### src/rtl/bus_map_pkg.sv
// Shared bus map for the AXI interconnect: slave indices,
// region bases and write-controller state encoding.
package bus_map_pkg;

    localparam logic [2:0] S0 = 3'd0;
    localparam logic [2:0] S1 = 3'd1;
    localparam logic [2:0] S2 = 3'd2;
    localparam logic [2:0] S3 = 3'd3;
    localparam logic [2:0] S4 = 3'd4;
    localparam logic [2:0] S5 = 3'd5;
    localparam logic [2:0] S6 = 3'd6;
    localparam logic [2:0] S7 = 3'd7;

    localparam logic [15:0] BASE_ROM   = 16'h0000;
    localparam logic [15:0] BASE_IM    = 16'h0001;
    localparam logic [15:0] BASE_DM    = 16'h0002;
    localparam logic [15:0] BASE_SCTRL = 16'h1000;
    localparam logic [15:0] BASE_WDT   = 16'h1001;
    localparam logic [15:0] BASE_EPU   = 16'h0010;
    localparam logic [15:0] BASE_DMA   = 16'h0003;
    localparam logic [7:0]  BASE_DRAM  = 8'h20;

    localparam logic [1:0] ST_IDLE = 2'd0;
    localparam logic [1:0] ST_AW   = 2'd1;
    localparam logic [1:0] ST_W    = 2'd2;
    localparam logic [1:0] ST_B    = 2'd3;

    // Lowest offset from last winner takes priority.
    function automatic logic [1:0] rr_pick(
        input logic [2:0] req,
        input logic [1:0] last
    );
        logic [1:0] pick;
        logic [1:0] idx;
        pick = 2'd0;
        for (int k = 3; k >= 1; k--) begin
            idx = 2'((int'(last) + k) % 3);
            if (req[idx]) pick = idx;
        end
        return pick;
    endfunction

endpackage

### src/rtl/bus_addr_decode.sv
// Combinational address decoder shared by the read and
// write transaction controllers.
import bus_map_pkg::*;

module bus_addr_decode (
    input  logic [31:0] addr_i,
    output logic [2:0]  slave_sel_o,
    output logic        decerr_o
);

    logic unused_lo;
    assign unused_lo = ^addr_i[15:0];

    always_comb begin
        slave_sel_o = S0;
        decerr_o    = 1'b0;
        unique case (addr_i[31:16])
            BASE_ROM:   slave_sel_o = S0;
            BASE_IM:    slave_sel_o = S1;
            BASE_DM:    slave_sel_o = S2;
            BASE_SCTRL: slave_sel_o = S3;
            BASE_WDT:   slave_sel_o = S4;
            BASE_EPU:   slave_sel_o = S6;
            BASE_DMA:   slave_sel_o = S7;
            default: begin
                if (addr_i[31:24] == BASE_DRAM) begin
                    slave_sel_o = S5;
                end else begin
                    decerr_o = 1'b1;
                end
            end
        endcase
    end

endmodule

### src/rtl/axi_write_txn_ctrl.sv
// AXI write-channel grant controller: round-robin AW arbitration,
// grant held through AW/W/B, watchdog release of hung paths.
import bus_map_pkg::*;

module axi_write_txn_ctrl #(
    parameter int TIMEOUT_CYCLES = 1024,
    parameter int CNT_W          = 11
) (
    input  logic        ACLK,
    input  logic        ARESETn,
    input  logic        AWVALID_M0,
    input  logic        AWVALID_M1,
    input  logic        AWVALID_M2,
    input  logic [31:0] AWADDR_M0,
    input  logic [31:0] AWADDR_M1,
    input  logic [31:0] AWADDR_M2,
    input  logic        AWREADY_SEL,
    input  logic        WVALID_SEL,
    input  logic        WREADY_SEL,
    input  logic        WLAST_SEL,
    input  logic        BVALID_SEL,
    input  logic        BREADY_SEL,
    output logic        grant_valid,
    output logic [2:0]  grant_m,
    output logic [2:0]  slave_sel,
    output logic        decerr,
    output logic        timeout_err
);

    logic [1:0]       state_q, state_d;
    logic [1:0]       last_q, last_d;
    logic [1:0]       owner_q, owner_d;
    logic [2:0]       grant_m_q, grant_m_d;
    logic             gvalid_q, gvalid_d;
    logic [2:0]       slave_q, slave_d;
    logic             decerr_q, decerr_d;
    logic             tout_q, tout_d;
    logic [CNT_W-1:0] cnt_q, cnt_d;

    logic [2:0]  aw_req;
    logic [1:0]  win;
    logic [31:0] win_addr;
    logic [2:0]  dec_sel;
    logic        dec_err;
    logic        owner_awv;
    logic        aw_hs;
    logic        wlast_hs;
    logic        b_hs;
    logic        wd_exp;

    assign aw_req = {AWVALID_M2, AWVALID_M1, AWVALID_M0};
    assign win    = rr_pick(aw_req, last_q);

    always_comb begin
        unique case (win)
            2'd0:    win_addr = AWADDR_M0;
            2'd1:    win_addr = AWADDR_M1;
            default: win_addr = AWADDR_M2;
        endcase
    end

    bus_addr_decode u_dec (
        .addr_i      (win_addr),
        .slave_sel_o (dec_sel),
        .decerr_o    (dec_err)
    );

    always_comb begin
        unique case (owner_q)
            2'd0:    owner_awv = AWVALID_M0;
            2'd1:    owner_awv = AWVALID_M1;
            default: owner_awv = AWVALID_M2;
        endcase
    end

    assign aw_hs    = owner_awv && AWREADY_SEL;
    assign wlast_hs = WVALID_SEL && WREADY_SEL && WLAST_SEL;
    assign b_hs     = BVALID_SEL && BREADY_SEL;
    assign wd_exp   = cnt_q == CNT_W'(TIMEOUT_CYCLES - 1);

    always_comb begin
        state_d   = state_q;
        last_d    = last_q;
        owner_d   = owner_q;
        grant_m_d = grant_m_q;
        gvalid_d  = gvalid_q;
        slave_d   = slave_q;
        decerr_d  = decerr_q;
        tout_d    = 1'b0;
        cnt_d     = cnt_q;
        unique case (state_q)
            ST_IDLE: begin
                cnt_d = '0;
                if (|aw_req) begin
                    state_d   = ST_AW;
                    owner_d   = win;
                    grant_m_d = 3'b001 << win;
                    gvalid_d  = 1'b1;
                    slave_d   = dec_sel;
                    decerr_d  = dec_err;
                end
            end
            ST_AW: begin
                cnt_d = '0;
                if (aw_hs) state_d = wlast_hs ? ST_B : ST_W;
            end
            ST_W: begin
                cnt_d = cnt_q + 1'b1;
                if (wd_exp) begin
                    state_d = ST_IDLE;
                    tout_d  = 1'b1;
                end else if (wlast_hs) begin
                    state_d = ST_B;
                end
            end
            default: begin
                cnt_d = cnt_q + 1'b1;
                if (b_hs) begin
                    state_d = ST_IDLE;
                end else if (wd_exp) begin
                    state_d = ST_IDLE;
                    tout_d  = 1'b1;
                end
            end
        endcase
        // Any exit from W/B releases the path and moves the pointer.
        if (state_q[1] && state_d == ST_IDLE) begin
            last_d    = owner_q;
            owner_d   = 2'd0;
            grant_m_d = 3'b000;
            gvalid_d  = 1'b0;
            slave_d   = S0;
            decerr_d  = 1'b0;
            cnt_d     = '0;
        end
    end

    always_ff @(posedge ACLK) begin
        if (!ARESETn) begin
            state_q   <= ST_IDLE;
            last_q    <= 2'd2;
            owner_q   <= 2'd0;
            grant_m_q <= 3'b000;
            gvalid_q  <= 1'b0;
            slave_q   <= S0;
            decerr_q  <= 1'b0;
            tout_q    <= 1'b0;
            cnt_q     <= '0;
        end else begin
            state_q   <= state_d;
            last_q    <= last_d;
            owner_q   <= owner_d;
            grant_m_q <= grant_m_d;
            gvalid_q  <= gvalid_d;
            slave_q   <= slave_d;
            decerr_q  <= decerr_d;
            tout_q    <= tout_d;
            cnt_q     <= cnt_d;
        end
    end

    assign grant_valid = gvalid_q;
    assign grant_m     = grant_m_q;
    assign slave_sel   = slave_q;
    assign decerr      = decerr_q;
    assign timeout_err = tout_q;

endmodule

### config.mk
export PLATFORM = sky130hd
export DESIGN_NAME = axi_write_txn_ctrl
export DESIGN_NICKNAME = d
export VERILOG_FILES = /design/src/rtl/bus_map_pkg.sv /design/src/rtl/bus_addr_decode.sv /design/src/rtl/axi_write_txn_ctrl.sv
export SDC_FILE = /design/constraint.sdc
export NUM_CORES = 1
export LEC_CHECK = 0
export CORE_ASPECT_RATIO = 0.9
export CORE_MARGIN = 1
export CORE_UTILIZATION = 35
export DETAILED_ROUTE_END_ITERATION = 6
export GPL_TIMING_DRIVEN = 0
export PLACE_DENSITY = 0.81
export SYNTH_ARGS = -nofsm -noshare
export SYNTH_HDL_FRONTEND = slang
export SYNTH_SLANG_ARGS = --single-unit
### constraint.sdc
create_clock -name ACLK -period 3.7 [get_ports ACLK]
set_input_delay 0.74 -clock ACLK [delete_from_list [all_inputs] [get_ports ACLK]]
set_output_delay 0.74 -clock ACLK [all_outputs]
set_load 0.005 [all_outputs]
* After elaboration in Yosys (flattened, before gate mapping)
Cells that the tools add are included.
** Operators by class
- Bitwise gates (word level) :: 1
- $lt $le $gt $ge :: 3
- Shift-type cells :: 1
- Reduce and logical (&&, ||, !) cells :: 16
- Equality and inequality tests :: 12
- $add $sub $neg :: 4
- Div/mod/pow operators :: 3
- Multiplexer cells :: 26
** Operator list (count)
- $mod 32x3->32 const B :: 3
- $pmux 32 s2 :: 1
- $eq 16x13->1 const B :: 2
- $eq 16x2->1 const B :: 2
- $pmux 3 s7 :: 1
- $mux 2 :: 9
- $eq 16x1->1 const B :: 1
- $eq 16x5->1 const B :: 1
- $logic_not 16->1 :: 1
- $add 11x1->11 const B :: 1
- $eq 11x10->1 const B :: 1
- $lt 2x3->1 const B :: 3
- $eq 8x6->1 const B :: 1
- $logic_not 2->1 :: 4
- $mux 1 :: 8
- $reduce_or 7->1 :: 1
- $add 2x2->3 const B :: 2
- $bmux 1 s2 :: 3
- $eq 2x1->1 const B :: 3
- $pmux 2 s3 :: 1
- $logic_and 1x1->1 :: 5
- $pmux 1 s2 :: 2
- $reduce_or 2->1 :: 2
- $reduce_or 4->1 :: 1
- other kinds (7) :: 7
** Storage, ports and cells
- Input bits :: 107
- Register bits :: 26
- Logic and storage cells :: 75
- Output and inout bits :: 9

* Longest topological paths before layout
- Word-level depth :: 12
- Depth in mapped cells :: 11
- Mapped depth without buffers :: 10

* Hierarchy
Synthesis repeated with hierarchy kept, for this count alone.
** Second synthesis, totals
- Cells, all modules :: 360
- Area, all modules :: 2962.8 um^2
** By module, submodules not included
- axi_write_txn_ctrl :: area an instance 2771.4 um^2, seq. area each 520.5 um^2, instances 1, cells an instance 332
- bus_addr_decode :: area an instance 191.4 um^2, seq. area each 0.0 um^2, instances 1, cells an instance 28

* Worst setup path before layout
Ideal clock, no wire load.
- Kind :: input-to-reg
- From :: input AWVALID_M0
- To :: register decerr_q (netlist: decerr)
- Arrival time :: 2581 ps
- Data required time :: 3576 ps
- Stages :: 9
- Buffers on the path :: 1
- Setup slack :: 994 ps
- Library setup time :: 124 ps
- Path through :: nor3b_1 o221ai_1 or2_2 buf_4 o22a_1 a221o_2 nor4_1 a211o_1 a21oi_1
** On the way
- Cells in the longest elaborated chain, start to end :: 10
- Elaborated cells on any way between the ends :: 33
- Classes of those cells :: eq/ne (8); mux (16); reduce/logical (9)
** RTL lines
- start, declared :: RTL line axi_write_txn_ctrl.sv:11 : input logic AWVALID_M0,
- $bmux 1 s2 :: RTL line bus_map_pkg.sv:38 : if (req[idx]) pick = idx;
- $mux 1 (not written as such) :: RTL line bus_map_pkg.sv:38
- $mux 2 (3 in a row) :: RTL line bus_map_pkg.sv:38
- $eq 2x1->1 / $logic_not 2->1 (equally long branches) :: RTL line axi_write_txn_ctrl.sv:55 : unique case (win)
- $pmux 32 s2 :: RTL line axi_write_txn_ctrl.sv:55
- $eq 16x1->1 (tied with other cells) :: RTL line bus_addr_decode.sv:17 : unique case (addr_i[31:16])
- $reduce_or 7->1 (no line) / $mux 1 (equally long branches)
- $mux 1 :: RTL line bus_addr_decode.sv:17
- end signal, assigned :: RTL line axi_write_txn_ctrl.sv:156 : decerr_q <= decerr_d;
- end, declared :: RTL line axi_write_txn_ctrl.sv:36 : logic decerr_q, decerr_d;
Several ways; a longest one is shown, not always the timed one. The select of a mux whose other input is x is not followed.
A chain may end at the register's enable or synchronous reset.

* Worst setup path in the final report
- From :: input AWVALID_M1
- To :: register slave_q[2] (netlist: slave_sel[2])
** On the way
- Cells in the longest elaborated chain, start to end :: 10
- Elaborated cells on any way between the ends :: 32
- Classes of those cells :: eq/ne (8); mux (16); reduce/logical (8)
** RTL lines
- start, declared :: RTL line axi_write_txn_ctrl.sv:12 : input logic AWVALID_M1,
- $bmux 1 s2 :: RTL line bus_map_pkg.sv:38
- $mux 1 (not written as such) :: RTL line bus_map_pkg.sv:38
- $mux 2 (3 in a row) :: RTL line bus_map_pkg.sv:38
- $eq 2x1->1 / $logic_not 2->1 (equally long branches) :: RTL line axi_write_txn_ctrl.sv:55
- $pmux 32 s2 :: RTL line axi_write_txn_ctrl.sv:55
- $eq 8x6->1 :: RTL line bus_addr_decode.sv:26 : if (addr_i[31:24] == BASE_DRAM) begin
- $mux 3 :: RTL line bus_addr_decode.sv:26
- $pmux 3 s7 :: RTL line bus_addr_decode.sv:17
- end signal, assigned :: RTL line axi_write_txn_ctrl.sv:155 : slave_q <= slave_d;
- end, declared :: RTL line axi_write_txn_ctrl.sv:35 : logic [2:0] slave_q, slave_d;
Several ways; a longest one is shown, not always the timed one. The select of a mux whose other input is x is not followed.

==> out/metrics.cfg <==
[floorplan]
die_y_um = 66.82
dieArea_mm2 = 0.004946
core_mm2 = 0.004461
die_w_um = 74.03
initial_utilization_pct = 36.63
fp-row-count = 23
io-pin-count = 116

[global_route]
grt_pass1_vias = 1649
grt_overflow = 0
grt_max_degree = 15
grt_antenna_before_repair = 0
grt_pass1_wl_um = 7279
grt_use_total_pct = 19.02

[place]
placed_cells = 343
dp_hpwl_um = 3670
place_congestion = 0.8611
io_buffers = 67

[synth]
ys_warn_count = 0
synth_compound_area_share_pct = 22.43
ys_ff_latch = 26
synth_top_family_by_area = simple AND/OR/NAND/NOR gates
mappedNetlistArea_mm2 = 0.001634
yosys.area_share.simple_pct = 33.08
muxShareOfSynthArea_pct = 0.6126
synthAdderAreaFrac_pct = 3.828
synth.net_count = 326
synth_edf_count = 0
synth.avg_cell_area_um2 = 7.636
post-synth-top-count-cell = nand2_1
synth_top_cell_area_share_pct = 31.85
synth.distinct_cells = 47
synth-xor-area-share_pct = 4.288
synth_ff_type = dfxtp_1
yosysTopAreaCell = dfxtp_1
synth_area_leaders = dfxtp_1, nand2_1, nor2_1
ys_seq_area_share_pct = 31.85
yosys-top-cells-count = nand2_1, nor2_1, dfxtp_1
syn_inst = 214
synthArstFlopShare_pct = 0

[min_path]
holdPathStages = 1
holdPathEnd = cnt_q[0]
hp-start = cnt_q[0]
hp-class = reg2reg

[final_layout]
diodes = 0
final_nets = 398
drive_gt1_share_pct = 4.912
fillers = 439
area_growth_pct = 49.16
final_cells = 347

[worst_setup_path]
reg2reg_from = last_q[0]
reg2reg_to = decerr
cp-start-kind = input port
critPathRequiredTime_ns = 3.90
critPathCaptureType = register
path_class = in2reg
worst-path-max-fanout = 9
critPathMaxStageDelay_ns = 0.56
critPathArrivalTime_ns = 3.42
r2r_slack_ns = 0.54
crit_path_top_delay_cell = clkdlybuf4s50_1
crit_chain = clkdlybuf4s50_1, and3b_1, a22oi_1, or3_1, buf_6, o22a_1, a221o_2, o21ai_1, o221ai_1, a21oi_1
reg2regPathDepth = 10

[clocking]
clk_pin_slew_worst_paths_ns = 0.09
cts_max_path_buffers = 2
hold_buffers = 0
clock_latency_ns = 0.27
cts_tree = yes
h-tree-depth = 1
clock-sinks = 26
ctsResizeCount = 0
cts_buffers = 3
clock-root-buffer = clkbuf_8
cts_setup_buffers = 0

[status]
outcome = finished, final reports clean

[sta]
clock.fmax_ghz = 0.3112
setup_viol = 0
final_max_slew_viol_count = 0
whs_ns = 0.4679
skew_ns = 0.006618
slew_headroom_pct = 53.19
worstMarginPinSlew_ns = 0.6969
tns_ns = 0
rsz0062_at_grt = no
finalCriticalPeriod_ns = 3.213
hold_viol_final = 0
timing.final.crit_share_pct = 86.85

[power]
total_power_mw = 0.7110
power.leakage_nw = 0.8851
vdd_drop_max_mv = 0.1844
power_density_mw_per_mm2 = 291.7

[drt]
drt-initial-drc-count = 95
drc = 0
dr.pass1.iters = 4
postRouteAntennaNets = 0
drt_wl_total_um = 4510
avgViaCountPerCell = 5.127
vias = 1779
wl_per_cell_um = 13.00

[run]
drv_cap = 0

==> layout make-up <==
class	instances	area (um2)	area share, %
sequential	26	520.5	21.36
clock buffer	4	55.05	2.259
buffer	4	26.28	1.078
timing repair buffer	67	670.6	27.52
multi-input combinational	174	1050	43.07
inverter	10	37.54	1.540
tap	62	77.57	3.183
==> layout by cell type (no fill, tap or decap), drive strengths merged, types with 2 or more instances in the layout <==
cell / Yosys / layout
xnor2: 4 / 4
a311oi: 2 / 2
or3: 2 / 2
inv: 10 / 10
a21oi: 17 / 17
nand2: 29 / 29
a211oi: 2 / 2
nor2b: 3 / 3
a22oi: 2 / 2
nand2b: 2 / 2
a31oi: 3 / 3
o221ai: 3 / 3
and3: 4 / 4
nand3: 8 / 8
nor3b: 2 / 2
nor3: 14 / 14
clkdlybuf4s50: 0 / 67
nand4: 3 / 3
or2: 3 / 3
clkbuf: 1 / 5
o22ai: 2 / 2
xor2: 4 / 4
nor4: 6 / 6
buf: 3 / 3
nor2: 28 / 28
or4: 2 / 2
ha: 5 / 5
a211o: 4 / 4
dfxtp: 26 / 26
o21ai: 6 / 6
==> state kept, by name, indices dropped and copies added (netlist names) <==
register     count
grant_valid      1
state_q          2
timeout_err      1
slave_sel        3
cnt_q           11
grant_m          3
decerr           1
last_q           2
owner_q          2
==> worst max path at each step <==
| stage | startpoint | to | slack [ns] |
|---|---|---|---|
| floorplan | AWVALID_M0 | decerr | 0.99 |
| global placement | AWVALID_M1 | decerr | 0.24 |
| detailed placement | AWVALID_M1 | decerr | 0.22 |
| CTS | AWVALID_M1 | decerr | 0.50 |
| global route | AWVALID_M1 | decerr | 0.29 |
| finish | AWVALID_M1 | slave_sel[2] | 0.49 |
==> per-layer routing <==
metal / vias to the layer above / GRT usage [%] / share of wire, %
li1: 918 / - / -
met1: 821 / 25.39 / 47
met2: 38 / 33.07 / 49
met3: 2 / 3.177 / 3.5
met4: 0 / 1.442 / 0.22
met5: - / 0 / 0
==> metrics by stage <==
step | setup slack (ns) | instance area, um2 | utilization, %
after floorplan | 0.9944 | 1634 | -
final | 0.4867 | 2437 | 54.64
after detailed placement | 0.2244 | 2382 | 53.41
after global routing | 0.2946 | 2437 | 54.64
after CTS | 0.4952 | 2437 | 54.64
after global placement | 0.2400 | 2382 | 53.41
==> critical path, delay by kind of cell <==
kind | cells | cell delay [ns]
AND/OR/NAND/NOR | 2 | 0.63
buffers and inverters | 2 | 0.72
AO/OA/AOI/OAI | 6 | 1.32
==> cell families (layout without fill, tap and decap cells) <==
group,after synthesis,in the layout
simple gates,111,111
compound gates,49,49
flops,26,26
buf+inv,14,85
xor+xnor,8,8
fa+ha+maj,5,5
mux,1,1
==> where the power goes <==
group	switching [mW]	internal [mW]	total (mW)
sequential	0.0101	0.293	0.304
combinational	0.103	0.120	0.223
clock	0.0892	0.0952	0.184
Note: power is estimated with default switching activity, not from simulation.
